## config.mk

```make
export PLATFORM = sky130hd
export DESIGN_NAME = uart_rx
export DESIGN_NICKNAME = d
export VERILOG_FILES = /design/src/rtl/uart_pkg.sv /design/src/rtl/uart_rx_sampler.sv /design/src/rtl/uart_rx.sv
export SDC_FILE = /design/constraint.sdc
export NUM_CORES = 1
export LEC_CHECK = 0
export CORE_UTILIZATION = 45
export DETAILED_ROUTE_END_ITERATION = 7
export PLACE_DENSITY_LB_ADDON = 0.05
export SYNTH_ARGS = -nofsm -noshare
export SYNTH_HDL_FRONTEND = slang
export SYNTH_SLANG_ARGS = --single-unit
export TNS_END_PERCENT = 30
```

## constraint.sdc

```tcl
create_clock -name CLK -period 3.8 [get_ports CLK]
set_input_delay 0.76 -clock CLK [delete_from_list [all_inputs] [get_ports CLK]]
set_output_delay 0.76 -clock CLK [all_outputs]
set_load 0.02 [all_outputs]
```

## src/rtl/uart_pkg.sv

```systemverilog
// ---------------------------------------------------------------------------
// uart_pkg
// Shared definitions for the UART block: receive FSM state encoding, default
// frame geometry and parity-type constants.
// ---------------------------------------------------------------------------
package uart_pkg;

    localparam int DEF_DATA_WIDTH = 8;  // payload bits per frame
    localparam int DEF_PRESCALE_W = 6;  // width of PRESCALE and the edge counter

    localparam logic PAR_EVEN = 1'b0;
    localparam logic PAR_ODD  = 1'b1;

    typedef enum logic [2:0] {
        ST_IDLE,
        ST_START,
        ST_DATA,
        ST_PARITY,
        ST_STOP
    } rx_state_t;

endpackage : uart_pkg

```

## src/rtl/uart_rx_sampler.sv

```systemverilog
// ---------------------------------------------------------------------------
// uart_rx_sampler
// Oversampling edge counter and 3-point majority vote for one serial bit.
//
// Ports:
//   CLK, RST     clock, asynchronous active-low reset
//   rx_bit       serial line (already synchronized where required)
//   start        start-edge detected this cycle; edge counter restarts at 1
//   active       a frame is in progress (FSM not idle)
//   prescale     latched clocks-per-bit value P
//   bit_done     edge_cnt == P-1 while active: last cycle of the current bit
//   sampled_bit  2-of-3 majority of the samples at P/2-1, P/2, P/2+1
// ---------------------------------------------------------------------------
module uart_rx_sampler
    import uart_pkg::*;
#(
    parameter int PRESCALE_W = DEF_PRESCALE_W
) (
    input  logic                  CLK,
    input  logic                  RST,
    input  logic                  rx_bit,
    input  logic                  start,
    input  logic                  active,
    input  logic [PRESCALE_W-1:0] prescale,
    output logic                  bit_done,
    output logic                  sampled_bit
);

    localparam logic [PRESCALE_W-1:0] ONE = PRESCALE_W'(1);

    logic [PRESCALE_W-1:0] edge_cnt;
    logic [PRESCALE_W-1:0] last_edge;
    logic [PRESCALE_W-1:0] mid_edge;
    logic [2:0]            samples;

    assign last_edge = prescale - ONE;
    assign mid_edge  = prescale >> 1;

    // NOTE: sequential state uses non-blocking assignments so every register
    // updates from pre-edge values regardless of statement order.
    always_ff @(posedge CLK or negedge RST) begin
        if (!RST) begin
            edge_cnt <= '0;
            samples  <= '0;
        end else begin
            // The start-detect cycle is edge 0 of the start bit, so the
            // counter resumes at 1 on the following cycle.
            if (start)
                edge_cnt <= ONE;
            else if (!active || edge_cnt == last_edge)
                edge_cnt <= '0;
            else
                edge_cnt <= edge_cnt + ONE;

            if (active) begin
                if (edge_cnt == mid_edge - ONE) samples[0] <= rx_bit;
                if (edge_cnt == mid_edge)       samples[1] <= rx_bit;
                if (edge_cnt == mid_edge + ONE) samples[2] <= rx_bit;
            end
        end
    end

    assign bit_done    = active && (edge_cnt == last_edge);
    assign sampled_bit = (samples[0] & samples[1]) |
                         (samples[0] & samples[2]) |
                         (samples[1] & samples[2]);

endmodule : uart_rx_sampler

```

## src/rtl/uart_rx.sv

```systemverilog
// ---------------------------------------------------------------------------
// uart_rx
// Receive-side UART core. Oversamples RX_IN at PRESCALE clocks per bit,
// detects the start bit, majority-votes each bit, deserializes LSB first,
// checks optional parity and the stop bit, and presents the byte on P_DATA
// with a one-cycle DATA_VALID pulse.
//
// Ports:
//   CLK         oversampling clock
//   RST         asynchronous active-low reset
//   RX_IN       serial line, idle high
//   PRESCALE    clocks per bit (even, 8 .. 2^PRESCALE_W-2)
//   PAR_EN      frame carries a parity bit
//   PAR_TYP     0 = even parity, 1 = odd parity
//   P_DATA      last good received byte
//   DATA_VALID  one-cycle pulse for a good frame
//   PAR_ERR     one-cycle pulse on parity mismatch
//   STP_ERR     one-cycle pulse on a bad stop bit
//
// Build option:
//   UART_RX_SYNC_EN  when defined, RX_IN passes through a local 2-flop
//                    synchronizer (all timings +2 cycles); otherwise the
//                    synchronizer lives upstream and RX_IN is used directly.
// ---------------------------------------------------------------------------
module uart_rx
    import uart_pkg::*;
#(
    parameter int DATA_WIDTH = DEF_DATA_WIDTH,
    parameter int PRESCALE_W = DEF_PRESCALE_W
) (
    input  logic                  CLK,
    input  logic                  RST,
    input  logic                  RX_IN,
    input  logic [PRESCALE_W-1:0] PRESCALE,
    input  logic                  PAR_EN,
    input  logic                  PAR_TYP,
    output logic [DATA_WIDTH-1:0] P_DATA,
    output logic                  DATA_VALID,
    output logic                  PAR_ERR,
    output logic                  STP_ERR
);

    localparam int              CNT_W    = (DATA_WIDTH > 1) ? $clog2(DATA_WIDTH) : 1;
    localparam logic [CNT_W-1:0] LAST_BIT = CNT_W'(DATA_WIDTH - 1);

    logic rx_line;

`ifdef UART_RX_SYNC_EN
    logic [1:0] sync_q;

    // Reset to the idle level so leaving reset never looks like a start bit.
    always_ff @(posedge CLK or negedge RST) begin
        if (!RST) sync_q <= 2'b11;
        else      sync_q <= {sync_q[0], RX_IN};
    end

    assign rx_line = sync_q[1];
`else
    assign rx_line = RX_IN;
`endif

    rx_state_t             state;
    logic [PRESCALE_W-1:0] prescale_q;
    logic                  par_en_q;
    logic                  par_typ_q;
    logic [CNT_W-1:0]      bit_cnt;
    logic [DATA_WIDTH-1:0] shift_q;
    logic                  par_err_q;   // sticky parity error for this frame

    logic start_det;
    logic active;
    logic bit_done;
    logic sampled_bit;

    assign start_det = (state == ST_IDLE) && !rx_line;
    assign active    = (state != ST_IDLE);

    uart_rx_sampler #(
        .PRESCALE_W (PRESCALE_W)
    ) u_sampler (
        .CLK         (CLK),
        .RST         (RST),
        .rx_bit      (rx_line),
        .start       (start_det),
        .active      (active),
        .prescale    (prescale_q),
        .bit_done    (bit_done),
        .sampled_bit (sampled_bit)
    );

    always_ff @(posedge CLK or negedge RST) begin
        if (!RST) begin
            state      <= ST_IDLE;
            prescale_q <= '0;
            par_en_q   <= 1'b0;
            par_typ_q  <= PAR_EVEN;
            bit_cnt    <= '0;
            shift_q    <= '0;
            par_err_q  <= 1'b0;
            P_DATA     <= '0;
            DATA_VALID <= 1'b0;
            PAR_ERR    <= 1'b0;
            STP_ERR    <= 1'b0;
        end else begin
            // Status outputs are single-cycle pulses unless re-asserted below.
            DATA_VALID <= 1'b0;
            PAR_ERR    <= 1'b0;
            STP_ERR    <= 1'b0;

            unique case (state)
                ST_IDLE: begin
                    if (start_det) begin
                        // Frame configuration is frozen for the whole frame.
                        prescale_q <= PRESCALE;
                        par_en_q   <= PAR_EN;
                        par_typ_q  <= PAR_TYP;
                        bit_cnt    <= '0;
                        par_err_q  <= 1'b0;
                        state      <= ST_START;
                    end
                end

                ST_START: begin
                    if (bit_done)
                        state <= sampled_bit ? ST_IDLE : ST_DATA;
                end

                ST_DATA: begin
                    if (bit_done) begin
                        shift_q <= {sampled_bit, shift_q[DATA_WIDTH-1:1]};
                        if (bit_cnt == LAST_BIT) begin
                            bit_cnt <= '0;
                            state   <= par_en_q ? ST_PARITY : ST_STOP;
                        end else begin
                            bit_cnt <= bit_cnt + CNT_W'(1);
                        end
                    end
                end

                ST_PARITY: begin
                    if (bit_done) begin
                        if (sampled_bit != ((^shift_q) ^ (par_typ_q == PAR_ODD))) begin
                            par_err_q <= 1'b1;
                            PAR_ERR   <= 1'b1;
                        end
                        state <= ST_STOP;
                    end
                end

                ST_STOP: begin
                    if (bit_done) begin
                        if (!sampled_bit)
                            STP_ERR <= 1'b1;
                        if (sampled_bit && !par_err_q) begin
                            P_DATA     <= shift_q;
                            DATA_VALID <= 1'b1;
                        end
                        state <= ST_IDLE;
                    end
                end

                default: state <= ST_IDLE;
            endcase
        end
    end

endmodule : uart_rx

```

# --- Word level (Yosys, flattened, before mapping) ---
# Index checks and enable logic that the tools add are counted.
word_totals:
  ff_bits: 43
  input_bits: 11
  wordCells: 92
classes:
  add_sub_neg: 5
  n_eq_ne: 17
  mux: 28
  n_bitwise: 6
  reduce_logical: 21
op_table:
  columns: ["op", "count"]
  rows:
  - ["$mux 3", 10]
  - ["$eq 6x6->1", 3]
  - ["$pmux 3 s5", 1]
  - ["$ne 2x2->1 const B", 7]
  - ["$mux 1", 12]
  - ["$mux 6", 2]
  - ["$reduce_and 2->1", 5]
  - ["$reduce_xor 8->1", 1]
  - ["$add 5x1->6 const B", 1]
  - ["$add 6x1->6 const B", 1]
  - ["$eq 3x2->1 const B", 2]
  - ["$eq 3x3->1 const B", 2]
  - ["$eq 6x5->1", 1]
  - ["$pmux 3 s2", 1]
  - ["$reduce_and 3->1", 2]
  - ["$reduce_and 6->1", 1]
  - ["$sub 5x1->6 const B", 1]
  - ["$sub 6x1->6 const B", 1]
  - ["$reduce_and 4->1", 1]
  - ["$reduce_bool 2->1", 2]
  - ["$add 3x1->3 const B", 1]
  - ["$and 1x1->1", 3]
  - ["$eq 3x1->1 const B", 1]
  - ["$logic_and 1x1->1", 3]
  - ["9 further kinds", 12]

# --- Logic depth before layout (Yosys ltp) ---
depth:
  word_depth: 7
  depth_mapped: 9
  depth_no_buf: 7

# --- Modules after synthesis ---
# Synthesis repeated with hierarchy kept, for this count alone.
hier_totals:
  hier_cells: 226
  hier_area_um2: 2437.3
by_module_without_submodules:
  columns: ["mod", "instances", "cells_each", "area_each_um2", "seq_area_each_um2"]
  rows:
  - ["uart_rx", 1, 128, 1545.2, 850.8]
  - ["uart_rx_sampler", 1, 98, 892.1, 225.2]

# --- Worst setup path before layout ---
# No wires, ideal clock.
synth_path:
  kind: "flip-flop to flip-flop"
  start: "reg prescale_q[2]"
  end: "reg P_DATA[0]"
  arrival_time_ns: 2.393
  required_time_ns: 3.675
  path_slack_ns: 1.282
  path_stages_with_launch: 9
  path_cell_list: "dfrtp_1 > buf_2 > inv_1 > ha_1 > nor3b_4 > nand3_1 > a2111oi_4 > nand4_4 > mux2_2"
synth_via:
  elab_chain_len: 4
synth_lines:
  columns: ["item", "line", "source"]
  rows:
  - ["start, declared", "uart_rx.sv:63", "logic [PRESCALE_W-1:0] prescale_q;"]
  - ["start signal, assigned", "uart_rx.sv:94", "prescale_q <= '0;"]
  - ["start signal, assigned", "uart_rx.sv:114", "prescale_q <= PRESCALE;"]
  - ["$sub 6x1->6", "uart_rx_sampler.sv:36", "assign last_edge = prescale - ONE;"]
  - ["$eq 6x6->1", "uart_rx_sampler.sv:63", "assign bit_done = active && (edge_cnt == last_edge);"]
  - ["$logic_and 1x1->1", "uart_rx_sampler.sv:63", null]
  - ["$reduce_and 3->1 (no line)", null, null]
  - ["end signal, assigned", "uart_rx.sv:155", "P_DATA <= shift_q;"]
  - ["end, declared", "uart_rx.sv:37", "output logic [DATA_WIDTH-1:0] P_DATA,"]
# No other way between the ends.
# A chain may end at the register's enable or synchronous reset.

# --- Final worst setup path ---
layout_path:
  start: "reg prescale_q[2]"
  end: "reg P_DATA[3]"
# The elaborated chain is that of the path after synthesis.

==> flow_summary.ini <==
[yosys]
synthFlopType = sky130_fd_sc_hd__dfrtp_1
ys_ff_latch = 43
synthesis.area_per_instance_um2 = 10.60
netlist.top_cell.by_area = sky130_fd_sc_hd__dfrtp_1
yosys.area.top_type_share_pct = 44.54
synth_nets = 246
synthCells = 228
post_synth_edffs = 0
synthArstFlopShare_pct = 100.0
post_syn_area_um2 = 2416
synth.area.top_cells = sky130_fd_sc_hd__dfrtp_1, sky130_fd_sc_hd__mux2_2, sky130_fd_sc_hd__xnor2_1
yosys_warnings = 0
synth.yosys.seq_area_share_pct = 44.54
synthDistinctLibCells = 46

[sta]
rsz_0062_raised_after_global_routing = no
slew-limit-headroom_pct = 37.79
final_hold_viol_count = 0
finalSetupViolCount = 0
setup_tns_ns = 0
worst-slew-pin-transition_ns = 0.9332
post-route-min-period_ns = 2.849
maxClockFrequency_mhz = 351.0
timing_max_transition_violations_final = 0
final.period_utilization_pct = 74.98
max_clock_skew_ns = 0.007260

[min_path]
worstHoldPathType = reg2reg

[clock_tree]
htree_levels = 2
clock-sinks = 43
tritoncts_clock_tree = built
numCtsBuffers = 5
clk_latency_ns = 0.29
clkTransAtPathRegs_ns = 0.08
postCtsHoldBufs = 0
post_cts.repair.setup_buffers = 0
cts-resized-gates = 0
clockBufferDepth = 2
clockRootBuffer = sky130_fd_sc_hd__clkbuf_8

[cells_and_area]
n_antenna_cell = 0
top_library_cells_by_usage_in_the_layout_fill_and_taps_aside = sky130_fd_sc_hd__dfrtp_1, sky130_fd_sc_hd__nand2_1, sky130_fd_sc_hd__clkdlybuf4s50_1, sky130_fd_sc_hd__xnor2_1, sky130_fd_sc_hd__mux2_2
area_growth_syn_to_layout_pct = 15.17
design.final.nets = 265
final_layout_size_suffix_gt1_share_pct = 14.11
mostFrequentLayoutCell = sky130_fd_sc_hd__dfrtp_1

[worst_setup_path]
crit_chain = inv_1, ha_1, nor3b_4, nand3_1, a2111oi_4, nand4_4, mux2_2
required_ns = 3.98
setup.worst_path.class = reg2reg
stage_delay_of_the_slowest_cell_on_the_critical_path_ns = 0.79
worst-r2r-cell-count = 7
worst-r2r-setup-slack_ns = 0.95
setup.worst_path.end_class = flip-flop
r2r_path_start = prescale_q[2]
endpoint = P_DATA[3]
timing.critical_path.from = prescale_q[2]
critPathArrivalTime_ns = 3.03
crit_path_max_fanout = 10
startpoint_type = flip-flop
crit_slowest_cell = sky130_fd_sc_hd__a2111oi_4
reg2reg_to = P_DATA[3]

[detailed_routing]
wl_per_cell_um = 14.03
post-route-drc-count = 0
detailroute.via_count = 1730
post_drt_via_cell_ratio = 5.440
initial_drt_markers = 107
drt_pre_antenna_iters = 4
route.final.wire_length_um = 4463
antenna_left = 0

[floorplanning]
die_h_um = 75.28
starting_density_of_the_core_pct = 47.01
die_width_um = 75.28
die_area_um2 = 5666
floorplan.io_pins = 22
placement_rows = 26
placeableCoreArea_um2 = 5140

[global_routing]
first_global_vias = 1601
global_route.overflow_total = 0
grt_antenna_before_repair = 0
largest_net_degree_at_the_start_of_global_routing = 44
grt.total_usage_pct = 17.91
global_route_wire_length_before_repair_um = 7638

[pwr]
power_mw = 2.041
cellPowerDensity_nw_per_um2 = 733.6
worst_ir_drop_vdd_mv = 0.4714
p_leak_nw = 1.236

[placed_design]
port_buffers = 21
dp_hpwl_um = 3218
place.gp.congestion = 0.8290

[status]
run_status = finished clean

[job]
cap_violations = 0
[critical path: cells and delay by family, from the launching register on]
kind	cells	cell delay (ns)
AO/OA/AOI/OAI	1	0.79
flip-flops	1	0.49
buffers and inverters	1	0.14
adder cells (fa/ha/maj)	1	0.24
multiplexers	1	0.35
AND/OR/NAND/NOR	3	0.72
[registers in the layout (all words and copies together), names as in the netlist]
name,count
DATA_VALID,1
STP_ERR,1
bit_cnt,3
PAR_ERR,1
shift_q,8
state,3
par_typ_q,1
par_en_q,1
u_sampler.samples,3
u_sampler.edge_cnt,6
par_err_q,1
P_DATA,8
prescale_q,6
[cell usage after synthesis (all sizes together), types with 4 or more instances]
library cell  count
o21ai             7
a31oi             4
nand2            34
mux2             18
buf               5
nand4             5
xnor2            19
xor2             10
nor2              6
nand3             8
a21oi             6
nor3             11
inv               7
clkbuf            4
ha                7
dfrtp            43
and3              4
[metal layers]
metal / vias to the layer above / track usage (%) / wire, um
met5: - / 0 / 0
met4: 0 / 4.321 / 34
met3: 4 / 3.213 / 156
met2: 42 / 28.53 / 2095
met1: 841 / 25.44 / 2176
li1: 843 / - / -
[where the power goes]
group,internal (mW),switching (mW)
clock network,0.263,0.151
registers,0.561,0.166
logic,0.399,0.501
[area by class of cell]
cell class	instances	area (um2)
clock buffers	6	72.57
clock inverters	2	60.06
fillers	480	2357
inverters	7	26.28
multi-input cells	169	1255
flip-flops and latches	43	1076
well taps	70	87.58
repair buffers	21	205.2
[cells by family (layout without fill, tap and decap cells)]
logic type               count (synthesis)  in the layout  synth area share [%]
AO/OA/AOI/OAI                           29             29                 9.115
XOR/XNOR                                30             30                 11.44
adder cells (fa/ha/maj)                  8              8                 4.039
buffers and inverters                   16             36                 3.521
flip-flops                              43             43                 44.54
multiplexers                            18             18                 8.389
AND/OR/NAND/NOR                         84             84                 18.95
[how the worst min path moves through the flow]
stage | from | end | slack [ns] | depth (start not counted)
2_1_floorplan | u_sampler.samples[1] | u_sampler.samples[1] | 0.45 | 2
3_3_place_gp | u_sampler.samples[1] | u_sampler.samples[1] | 0.48 | 2
3_5_place_dp | u_sampler.samples[1] | u_sampler.samples[1] | 0.48 | 2
4_1_cts | par_typ_q | par_typ_q | 0.51 | 2
5_1_grt | par_typ_q | par_typ_q | 0.52 | 2
6_report | par_typ_q | par_typ_q | 0.50 | 2
[per-stage QoR]
step	cells	instance area (um2)	hold slack [ns]	setup slack, ns	util, %
after floorplan	228	2416	0.4527	1.282	-
after global placement	310	2650	0.4776	1.045	51.56
after detailed placement	310	2650	0.4813	0.9302	51.56
after CTS	318	2783	0.5070	0.9130	54.14
after global routing	318	2783	0.5241	0.7415	54.14
final	318	2783	0.4983	0.9509	54.14
No activity file was read; power rests on OpenSTA's default activity.
